## config.mk

```make
export PLATFORM = sky130hd
export DESIGN_NAME = bus_arbiter
export DESIGN_NICKNAME = d
export VERILOG_FILES = /design/src/rtl/bus_pkg.sv /design/src/rtl/rr_pick.sv /design/src/rtl/bus_arbiter.sv
export SDC_FILE = /design/constraint.sdc
export NUM_CORES = 1
export LEC_CHECK = 0
export ABC_CLOCK_PERIOD_IN_PS = 4720
export CAP_MARGIN = 20
export CELL_PAD_IN_SITES_DETAIL_PLACEMENT = 1
export CELL_PAD_IN_SITES_GLOBAL_PLACEMENT = 1
export CORE_ASPECT_RATIO = 1.2
export CORE_MARGIN = 2
export CORE_UTILIZATION = 42
export DETAILED_ROUTE_END_ITERATION = 10
export GPL_TIMING_DRIVEN = 0
export PLACE_DENSITY_LB_ADDON = 0.25
export SETUP_SLACK_MARGIN = 0.15
export SLEW_MARGIN = 10
export SYNTH_ARGS = -nofsm -noshare
export SYNTH_HDL_FRONTEND = slang
export SYNTH_SLANG_ARGS = --single-unit
```

## constraint.sdc

```tcl
create_clock -name clk -period 4.72 [get_ports clk]
set_input_delay 0.944 -clock clk [delete_from_list [all_inputs] [get_ports clk]]
set_output_delay 0.944 -clock clk [all_outputs]
set_load 0.05 [all_outputs]
```

## src/rtl/bus_pkg.sv

```systemverilog
// Shared definitions for the bus arbiter family: FSM states and width helpers.
package bus_pkg;

  typedef enum logic [1:0] {
    ST_IDLE  = 2'd0,
    ST_GRANT = 2'd1,
    ST_TURN  = 2'd2
  } arb_state_t;

  // Width of the binary owner index; a two-device bus still needs one select bit.
  function automatic int sel_width(input int n);
    return (n > 2) ? $clog2(n) : 1;
  endfunction

  // Width of the hold counter, able to represent 0..MAX_HOLD.
  function automatic int cnt_width(input int m);
    return (m < 1) ? 1 : $clog2(m + 1);
  endfunction

endpackage

```

## src/rtl/rr_pick.sv

```systemverilog
// Combinational round-robin picker: first asserted request at or after ptr, wrapping.
module rr_pick
  import bus_pkg::*;
#(
  parameter  int NUM_REQ = 4,
  localparam int SEL_W   = sel_width(NUM_REQ)
) (
  input  logic [NUM_REQ-1:0] req,
  input  logic [SEL_W-1:0]   ptr,
  output logic               any,
  output logic [SEL_W-1:0]   win
);

  logic [NUM_REQ-1:0] rot;
  logic [SEL_W:0]     off;
  logic [SEL_W:0]     sum;

  // Rotate requests so bit 0 is the device at ptr, then find the lowest set bit.
  always_comb begin
    int unsigned idx;
    rot = '0;
    off = '0;
    for (int unsigned i = 0; i < NUM_REQ; i++) begin
      idx = int'(ptr) + i;
      if (idx >= NUM_REQ) idx = idx - NUM_REQ;
      rot[i] = req[idx];
    end
    for (int unsigned i = NUM_REQ; i > 0; i--) begin
      if (rot[i-1]) off = (SEL_W+1)'(i - 1);
    end
  end

  // Map the rotated offset back to an absolute device index.
  always_comb begin
    sum = {1'b0, ptr} + off;
    if (sum >= (SEL_W+1)'(NUM_REQ)) sum = sum - (SEL_W+1)'(NUM_REQ);
    win = sum[SEL_W-1:0];
    any = |req;
  end

endmodule

```

## src/rtl/bus_arbiter.sv

```systemverilog
// Round-robin bus arbiter with one dead cycle between owners and a per-grant hold limit.
module bus_arbiter
  import bus_pkg::*;
#(
  parameter  int NUM_REQ  = 4,
  parameter  int MAX_HOLD = 8,
  localparam int SEL_W    = sel_width(NUM_REQ),
  localparam int CNT_W    = cnt_width(MAX_HOLD)
) (
  input  logic               clk,
  input  logic               rst_n,
  input  logic [NUM_REQ-1:0] req,
  input  logic [NUM_REQ-1:0] done,
  output logic [NUM_REQ-1:0] gnt,
  output logic [SEL_W-1:0]   sel,
  output logic               bus_en,
  output logic               timeout
);

  if (NUM_REQ < 2) begin : g_bad_num_req
    $error("bus_arbiter: NUM_REQ must be >= 2");
  end
  if (MAX_HOLD < 1) begin : g_bad_max_hold
    $error("bus_arbiter: MAX_HOLD must be >= 1");
  end

  arb_state_t         state, state_nxt;
  logic [SEL_W-1:0]   ptr, ptr_nxt;
  logic [CNT_W-1:0]   cnt, cnt_nxt;
  logic [NUM_REQ-1:0] gnt_nxt;
  logic [SEL_W-1:0]   sel_nxt;
  logic               bus_en_nxt;
  logic               timeout_nxt;

  logic               pick_any;
  logic [SEL_W-1:0]   pick_win;
  logic               owner_done;
  logic               owner_req;
  logic               expired;
  logic               release_now;
  logic [SEL_W-1:0]   ptr_after;

  rr_pick #(
    .NUM_REQ (NUM_REQ)
  ) u_pick (
    .req (req),
    .ptr (ptr),
    .any (pick_any),
    .win (pick_win)
  );

  // Owner-side release conditions; sel always names the current owner while granted.
  always_comb begin
    owner_done  = done[sel];
    owner_req   = req[sel];
    expired     = (cnt == CNT_W'(MAX_HOLD - 1));
    release_now = owner_done | ~owner_req | expired;
    ptr_after   = (sel == SEL_W'(NUM_REQ - 1)) ? '0 : sel + SEL_W'(1);
  end

  // Next-state and next-output logic; IDLE and TURN share the arbitration path.
  always_comb begin
    state_nxt   = state;
    ptr_nxt     = ptr;
    cnt_nxt     = cnt;
    gnt_nxt     = gnt;
    sel_nxt     = sel;
    bus_en_nxt  = bus_en;
    timeout_nxt = 1'b0;
    case (state)
      ST_IDLE, ST_TURN: begin
        if (pick_any) begin
          state_nxt  = ST_GRANT;
          gnt_nxt    = NUM_REQ'(1) << pick_win;
          sel_nxt    = pick_win;
          bus_en_nxt = 1'b1;
          cnt_nxt    = '0;
        end else begin
          state_nxt  = ST_IDLE;
          gnt_nxt    = '0;
          bus_en_nxt = 1'b0;
        end
      end
      ST_GRANT: begin
        if (release_now) begin
          state_nxt   = ST_TURN;
          gnt_nxt     = '0;
          bus_en_nxt  = 1'b0;
          ptr_nxt     = ptr_after;
          // Expiry only reports when the owner did not give up the bus itself.
          timeout_nxt = expired & owner_req & ~owner_done;
        end else begin
          cnt_nxt = cnt + CNT_W'(1);
        end
      end
      default: begin
        state_nxt  = ST_IDLE;
        gnt_nxt    = '0;
        bus_en_nxt = 1'b0;
      end
    endcase
  end

  // State, pointer, counter and registered outputs.
  always_ff @(posedge clk or negedge rst_n) begin
    if (!rst_n) begin
      state   <= ST_IDLE;
      ptr     <= '0;
      cnt     <= '0;
      gnt     <= '0;
      sel     <= '0;
      bus_en  <= 1'b0;
      timeout <= 1'b0;
    end else begin
      state   <= state_nxt;
      ptr     <= ptr_nxt;
      cnt     <= cnt_nxt;
      gnt     <= gnt_nxt;
      sel     <= sel_nxt;
      bus_en  <= bus_en_nxt;
      timeout <= timeout_nxt;
    end
  end

endmodule

```

==> results of run 1 <==
==> placed cells by master, fill, tap and decap left out, types with 2 or more instances in the layout <==
| master | count |
|---|---|
| or3_1 | 2 |
| nand2_1 | 13 |
| ha_1 | 3 |
| clkbuf_4 | 3 |
| clkdlybuf4s50_1 | 14 |
| nand3_1 | 12 |
| nor2b_1 | 5 |
| nand2b_1 | 2 |
| o211ai_1 | 4 |
| nor2_1 | 7 |
| and2_1 | 2 |
| mux2i_1 | 4 |
| buf_6 | 3 |
| o21ai_0 | 7 |
| dfrtp_1 | 15 |
| clkbuf_1 | 3 |
| mux2_4 | 2 |
| nor4b_1 | 3 |
==> power by group <==
part	switching [uW]	leakage, uW	total [uW]	internal (uW)
Combinational	237	0.000299	416	179
Clock	40.4	0.0000150	73.2	32.8
Sequential	50.7	0.000194	220	169
Total	328	0.000509	709	381
==> final timing paths <==
| check | startpoint | endpoint | slack, ps | cells after the start |
|---|---|---|---|---|
| max in group asynchronous | rst_n | gnt[2] | 3230 | 1 |
| worst min-delay path | cnt[2] | cnt[2] | 510 | 1 |
| min in group asynchronous | rst_n | bus_en | 1060 | 1 |
| worst min register to register | cnt[2] | cnt[2] | 510 | 1 |
| worst max register to register | ptr[0] | gnt[1] | 2380 | 8 |
| worst max-delay path | req[1] | gnt[1] | 1720 | 8 |
==> metal layers <==
layer | global-route usage (%) | share of wire [%] | vias up
li1 | - | - | 409
met1 | 21.2 | 43 | 393
met2 | 33.3 | 52 | 17
met3 | 2.85 | 2.4 | 5
met4 | 8.11 | 2.3 | 0
met5 | 0 | 0 | -
==> kinds of logic (layout without fill, tap and decap cells) <==
logic type	after synthesis	count (layout)	share of synthesized area, %
and+or+nand+nor	53	53	29.3
AOI/OAI and AO/OA	18	18	13.8
DFF	15	15	38.3
adders and majority gates	3	3	3.83
muxes	8	8	10.6
buffers and inverters	5	23	4.21
==> layout make-up <==
type | instances | area (um2) | share of cell area, %
multi-input cells | 82 | 564 | 47.6
flip-flops and latches | 15 | 375 | 31.6
repair buffers | 14 | 140 | 11.8
plain buffers | 5 | 41.3 | 3.48
well taps | 31 | 38.8 | 3.27
clock buffers | 4 | 26.3 | 2.22
==> critical path: stages <==
cell	delay, ps
clkdlybuf4s50_1	610
mux2_2	370
o21ai_0	140
o211ai_1	120
ha_1	370
nor4b_1	380
o21ai_0	160
o211ai_1	110
==> state kept, by name, indices dropped and copies added, names as in the netlist <==
name / count
bus_en: 1
cnt: 4
gnt: 4
ptr: 2
sel: 2
state: 1
timeout: 1
==> per-stage QoR <==
| step | power [uW] | instance area [um2] | setup WS [ps] |
|---|---|---|---|
| 3_5_place_dp | 643 | 1160 | 1440 |
| 2_1_floorplan | 526 | 981 | 2100 |
| 3_3_place_gp | 627 | 1160 | 1450 |
| 6_report | 709 | 1190 | 1720 |
| 5_1_grt | 770 | 1190 | 1510 |
| 4_1_cts | 719 | 1190 | 1730 |
==> summary.txt, run 1 <==
Run status
  – Status: complete, no violations

Yosys
  – Yosys reg bits: 15
  – Synth cell types: 32
  – Synth cell count leaders: dfrtp_1, nand2_1, nand3_1, nor2_1, o21ai_0
  – Post-synthesis net count: approximately 120
  – Top cells by area, synth: dfrtp_1, nand3_1, nand2_1, mux2i_1, ha_1
  – Sequential area share after synthesis: between 30% and 40%
  – Asr flop ratio synth: 100%
  – Number of synthesized flops with an enable pin: 0
  – Mapped cell area: 981 um2
  – Mapped Avg Cell Area: about 9.6 um2
  – Most numerous cell in the Yosys netlist: dfrtp_1
  – Area leader, netlist: dfrtp_1
  – Synth top area share: about two fifths
  – Synth warnings: 0
  – Most used DFF post-synth: dfrtp_1
  – Syn Inst Count: just over 100

Run
  – Max-Cap Viols: 0

Placement
  – Dpl hpwl: 1700 um
  – Dpl cells: around 150
  – GP Congestion: 0.681
  – Port buffer count: 14

CTS
  – Htree depth: 1
  – Clk sinks: 15
  – Post_cts resized: 0
  – Root buf cell: clkbuf_4
  – Clk_lat worst skew: 280 ps
  – Clk buf depth: 2
  – Clk slew on worst S/H paths: 80 ps
  – Post-CTS Setup Inserts: 0
  – TritonCTS Buffers: 3
  – CTS tree: built
  – Hold Buf Count CTS: 0

Final layout
  – Diodes inserted: 0
  – Share of post-route cells with drive strength above 1: 12.5%
  – FILL cells: roughly 270
  – Fin util: 52.5%
  – Area Overhead vs Synth: 20.9%
  – Final net count: approximately 130
  – Post-route insts no fill: between 150 and 200

Timing
  – Setup TNS: 0 ps
  – Max-slew headroom: about 55%
  – Slew Limit Fails: 0
  – Period utilization: between 60% and 70%
  – Final setup violation count: 0
  – Final hold vios: 0
  – Hold Slack: roughly 510 ps
  – Tmin final: around 3000 ps
  – Unrepaired setup endpoints after global routing: no
  – Fmax: approximately 330 MHz
  – Setup Skew: around 3.0 ps
  – Least-Margin Pin Slew: between 600 and 700 ps

Die
  – Die height: between 50 and 60 um
  – Core area: around 2300 um2
  – Die ar.: roughly 2700 um2
  – Die Wd: 48.1 um
  – Initial Utilization: between 40% and 50%
  – # rows: 19
  – Number of top-level pins: 18

Critical path
  – WP data required: around 4900 ps
  – Critical path class: in -> reg
  – Startpoint Class: input port
  – Setup crit end kind: register
  – Crit-path max FO: 7
  – Data arrival time at the worst-slack endpoint: 3210 ps

Global routing
  – Largest net degree at the start of global routing: 16
  – Initial antenna violation count: 0
  – Total track usage: around a fifth
  – First-pass GRT wire length: about 3700 um
  – Global route total overflow: 0
  – Vias in the first global route: 879

Power
  – PwrDens: between 500 and 600 nW/um2
  – Maximum VDD drop: about 0.38 mV
  – Static Leak: 0.000509 uW

Routing
  – DRT antenna net count: 0
  – WL final: 2120 um
  – Drt initial violations: 2
  – 1st-pass router iterations: 2
  – DR WL/cell: between 10 and 15 um
  – Post-route DRC: 0
  – Vias/cell: 5.46
  – Vias after detailed routing: 824

Min path
  – HP Class: reg -> reg
Note: power is estimated with default switching activity, not from simulation.
==> inputs of run 2 (changes only) <==
Settings changed: ABC_CLOCK_PERIOD_IN_PS 4720 to 2500, CORE_UTILIZATION 42 to 35.
Clock period 4.72 ns to 2.5 ns, I/O delays scaled along.
==> summary.txt, run 2 (synthesis results as in run 1) <==
Routing
  – 1st-pass router iterations: 4 (+2)
  – Drt initial violations: 4 (+2)
  – DRT antenna net count: 0 (unchanged)
  – Vias after detailed routing: 841 (+2.1%)
  – DR WL/cell: 15.0 um (+7.3%)
  – WL final: 2320 um (+9.5%)
  – Post-route DRC: 0 (unchanged)
  – Vias/cell: 5.46 (about the same)

Final layout
  – Most frequent cells in the layout: dfrtp_1, nand2_1, clkdlybuf4s50_1
  – Commonest non-fill, non-tap cell in the layout: dfrtp_1
  – Diodes inserted: 0 (unchanged)
  – Post-route insts no fill: 154 (+2.0%)
  – Final net count: 134 (unchanged)
  – Regs by FF count: cnt: 4 flops, gnt: 4 flops
  – Fin util: 44.6% (-7.9 points)
  – Area Overhead vs Synth: 24.4%
  – Share of post-route cells with drive strength above 1: 16.7% (+4.2 points)

Timing
  – Period utilization: between 80% and 90%
  – Final WS setup: 308 ps (-1410 ps)
  – Least-Margin Pin Slew: 689 ps (+17.4 ps)
  – Setup Skew: 1.56 ps (-1.49 ps)
  – Final setup violation count: 0 (unchanged)
  – Fmax: 456 MHz
  – Max-slew headroom: 53.9% (-1.2 points)
  – Unrepaired setup endpoints after global routing: no
  – Final hold vios: 0 (unchanged)
  – Tmin final: 2190 ps
  – Slew Limit Fails: 0 (unchanged)
  – Hold Slack: 517 ps (+3.51 ps)

Critical path
  – CP cell instances: clkdlybuf4s50_1
  – Crit-path max FO: 7 (unchanged)
  – Startpoint Class: register
  – Setup crit end kind: output port
  – Setup crit start: bus_en
  – Critical path class: reg -> out
  – CP Depth: 1 (-7)
  – WP data required: 2000 ps (-2920 ps)
  – Cell family with most CP delay: buffers and inverters
  – WP buf/inv: 1 (unchanged)
  – CP peak stage delay: 870 ps (+260 ps)
  – Worst path slowest cell: clkdlybuf4s50_1
  – Reg-to-reg startpoint: ptr[0]
  – Data arrival time at the worst-slack endpoint: 1690 ps (-1520 ps)
  – Cell count of the worst reg-to-reg path: 8 (unchanged)

Power
  – Sw power: 645 uW (+97%)
  – Clock power frac: 9.9% (-0.4 points)
  – Static Leak: 0.000516 uW (+1.4%)
  – PwrDens: 1150 nW/um2 (+93%)
  – Sequential Power Share: 30.3% (-0.7 points)
  – Maximum VDD drop: 0.478 mV (+26%)
  – Sw Ratio: 45.9% (-0.30 points)
  – Int Pwr: 760 uW (+99%)
  – Combinational share of power: 59.8% (+1.1 points)
  – Total power: 1400 uW (+98%)

Die
  – Die ar.: 3240 um2 (+18%)
  – Number of top-level pins: 18 (unchanged)
  – Initial Utilization: 35.9% (-7.5 points)
  – Core area: 2730 um2 (+21%)
  – Die Wd: 52.3 um (+8.7%)
  – Die height: 62.0 um (+8.9%)
  – # rows: 21 (+2)

CTS
  – Clk sinks: 15 (unchanged)
  – Root buf cell: clkbuf_4
  – Clk slew on worst S/H paths: 80 ps (about the same)
  – Post-CTS Setup Inserts: 0 (unchanged)
  – Htree depth: 1 (unchanged)
  – Clk_lat worst skew: 290 ps (about the same)
  – Hold Buf Count CTS: 0 (unchanged)
  – CTS tree: built
  – Clk buf depth: 2 (unchanged)
  – TritonCTS Buffers: 3 (unchanged)

Placement
  – Pre-CTS setup slack: -342 ps (-1780 ps)
  – Port buffer count: 14 (unchanged)
  – Dpl hpwl: 1850 um (+9.2%)
  – Dpl cells: 150 (+2.0%)
  – GP Congestion: 0.719 (+5.6%)

Min path
  – HP Class: reg -> reg
  – Hold_sp: cnt[0]
  – Hold depth: 1 (unchanged)

Global routing
  – First-pass GRT wire length: 3790 um (+1.9%)
  – Met2 Resource Use GR: 29.8% (-3.5 points)
  – Vias in the first global route: 855 (-2.7%)
  – Gr busiest metal: met2
  – Total track usage: 16.1% (-2.8 points)
  – Met1 usage: 17.8% (-3.4 points)
  – Initial antenna violation count: 0 (unchanged)
  – Global route total overflow: 0 (unchanged)
  – M3 GR Usage: 2.15% (-0.69 points)
  – Largest net degree at the start of global routing: 16 (unchanged)

Run status
  – Status: complete, no violations

Run
  – Max-Cap Viols: 0 (unchanged)
==> run 2: cell count changes in the layout (fill, tap and decap cells not counted) <==
cell             before  now
clkdlybuf4s50_1      14   13
dfrtp_1              15   14
dfrtp_2               0    1
dlygate4sd2_1         0    1
ha_1                  3    2
ha_2                  0    1
nor4_1                1    0
nor4_2                1    2
nor4b_1               3    1
nor4b_2               0    1
nor4b_4               0    1
==> run 2: area by class of cell <==
type / instances / area (um2)
Buffer: 5 / 41.3
Timing Repair Buffer: 14 / 139
Sequential cell: 15 / 377
Clock buffer: 4 / 26.3
Multi-Input combinational cell: 82 / 594
Fill cell: 324 / 1510
Tap cell: 34 / 42.5
==> run 2: power by group through the flow <==
stage / combinational [uW] / clock [uW] / sequential (uW)
6_report: 840 / 139 / 425
5_1_grt: 928 / 152 / 443
4_1_cts: 816 / 145 / 422
3_5_place_dp: 797 / 0 / 422
3_3_place_gp: 776 / 0 / 419
2_1_floorplan: 466 / 0 / 528
==> run 2: per-stage QoR <==
| stage | instance area, um2 | setup TNS, ps |
|---|---|---|
| floorplan | 981 | 0 |
| global placement | 1160 | -1370 |
| detailed placement | 1160 | -1480 |
| CTS | 1200 | 0 |
| global route | 1220 | 0 |
| finish | 1220 | 0 |
==> run 2: repair_timing <==
item	4_1_cts	5_1_grt
gates cloned	0	0
resized for setup	3	4
endpoints found under the setup margin	5	4
pin swaps	0	0
==> run 2: worst paths after layout <==
kind                           end  slack, ps
max                         bus_en        310
min                         cnt[0]        520
max reg2reg                 gnt[3]        330
min reg2reg                 cnt[0]        520
max in group asynchronous   ptr[0]       1400
min in group asynchronous  timeout        620
==> run 2: per-layer routing <==
layer  up-vias  wire length, um
met5         -                0
met1       417              919
met4         0               23
met3         3               48
met2        13             1330
li1        408                -
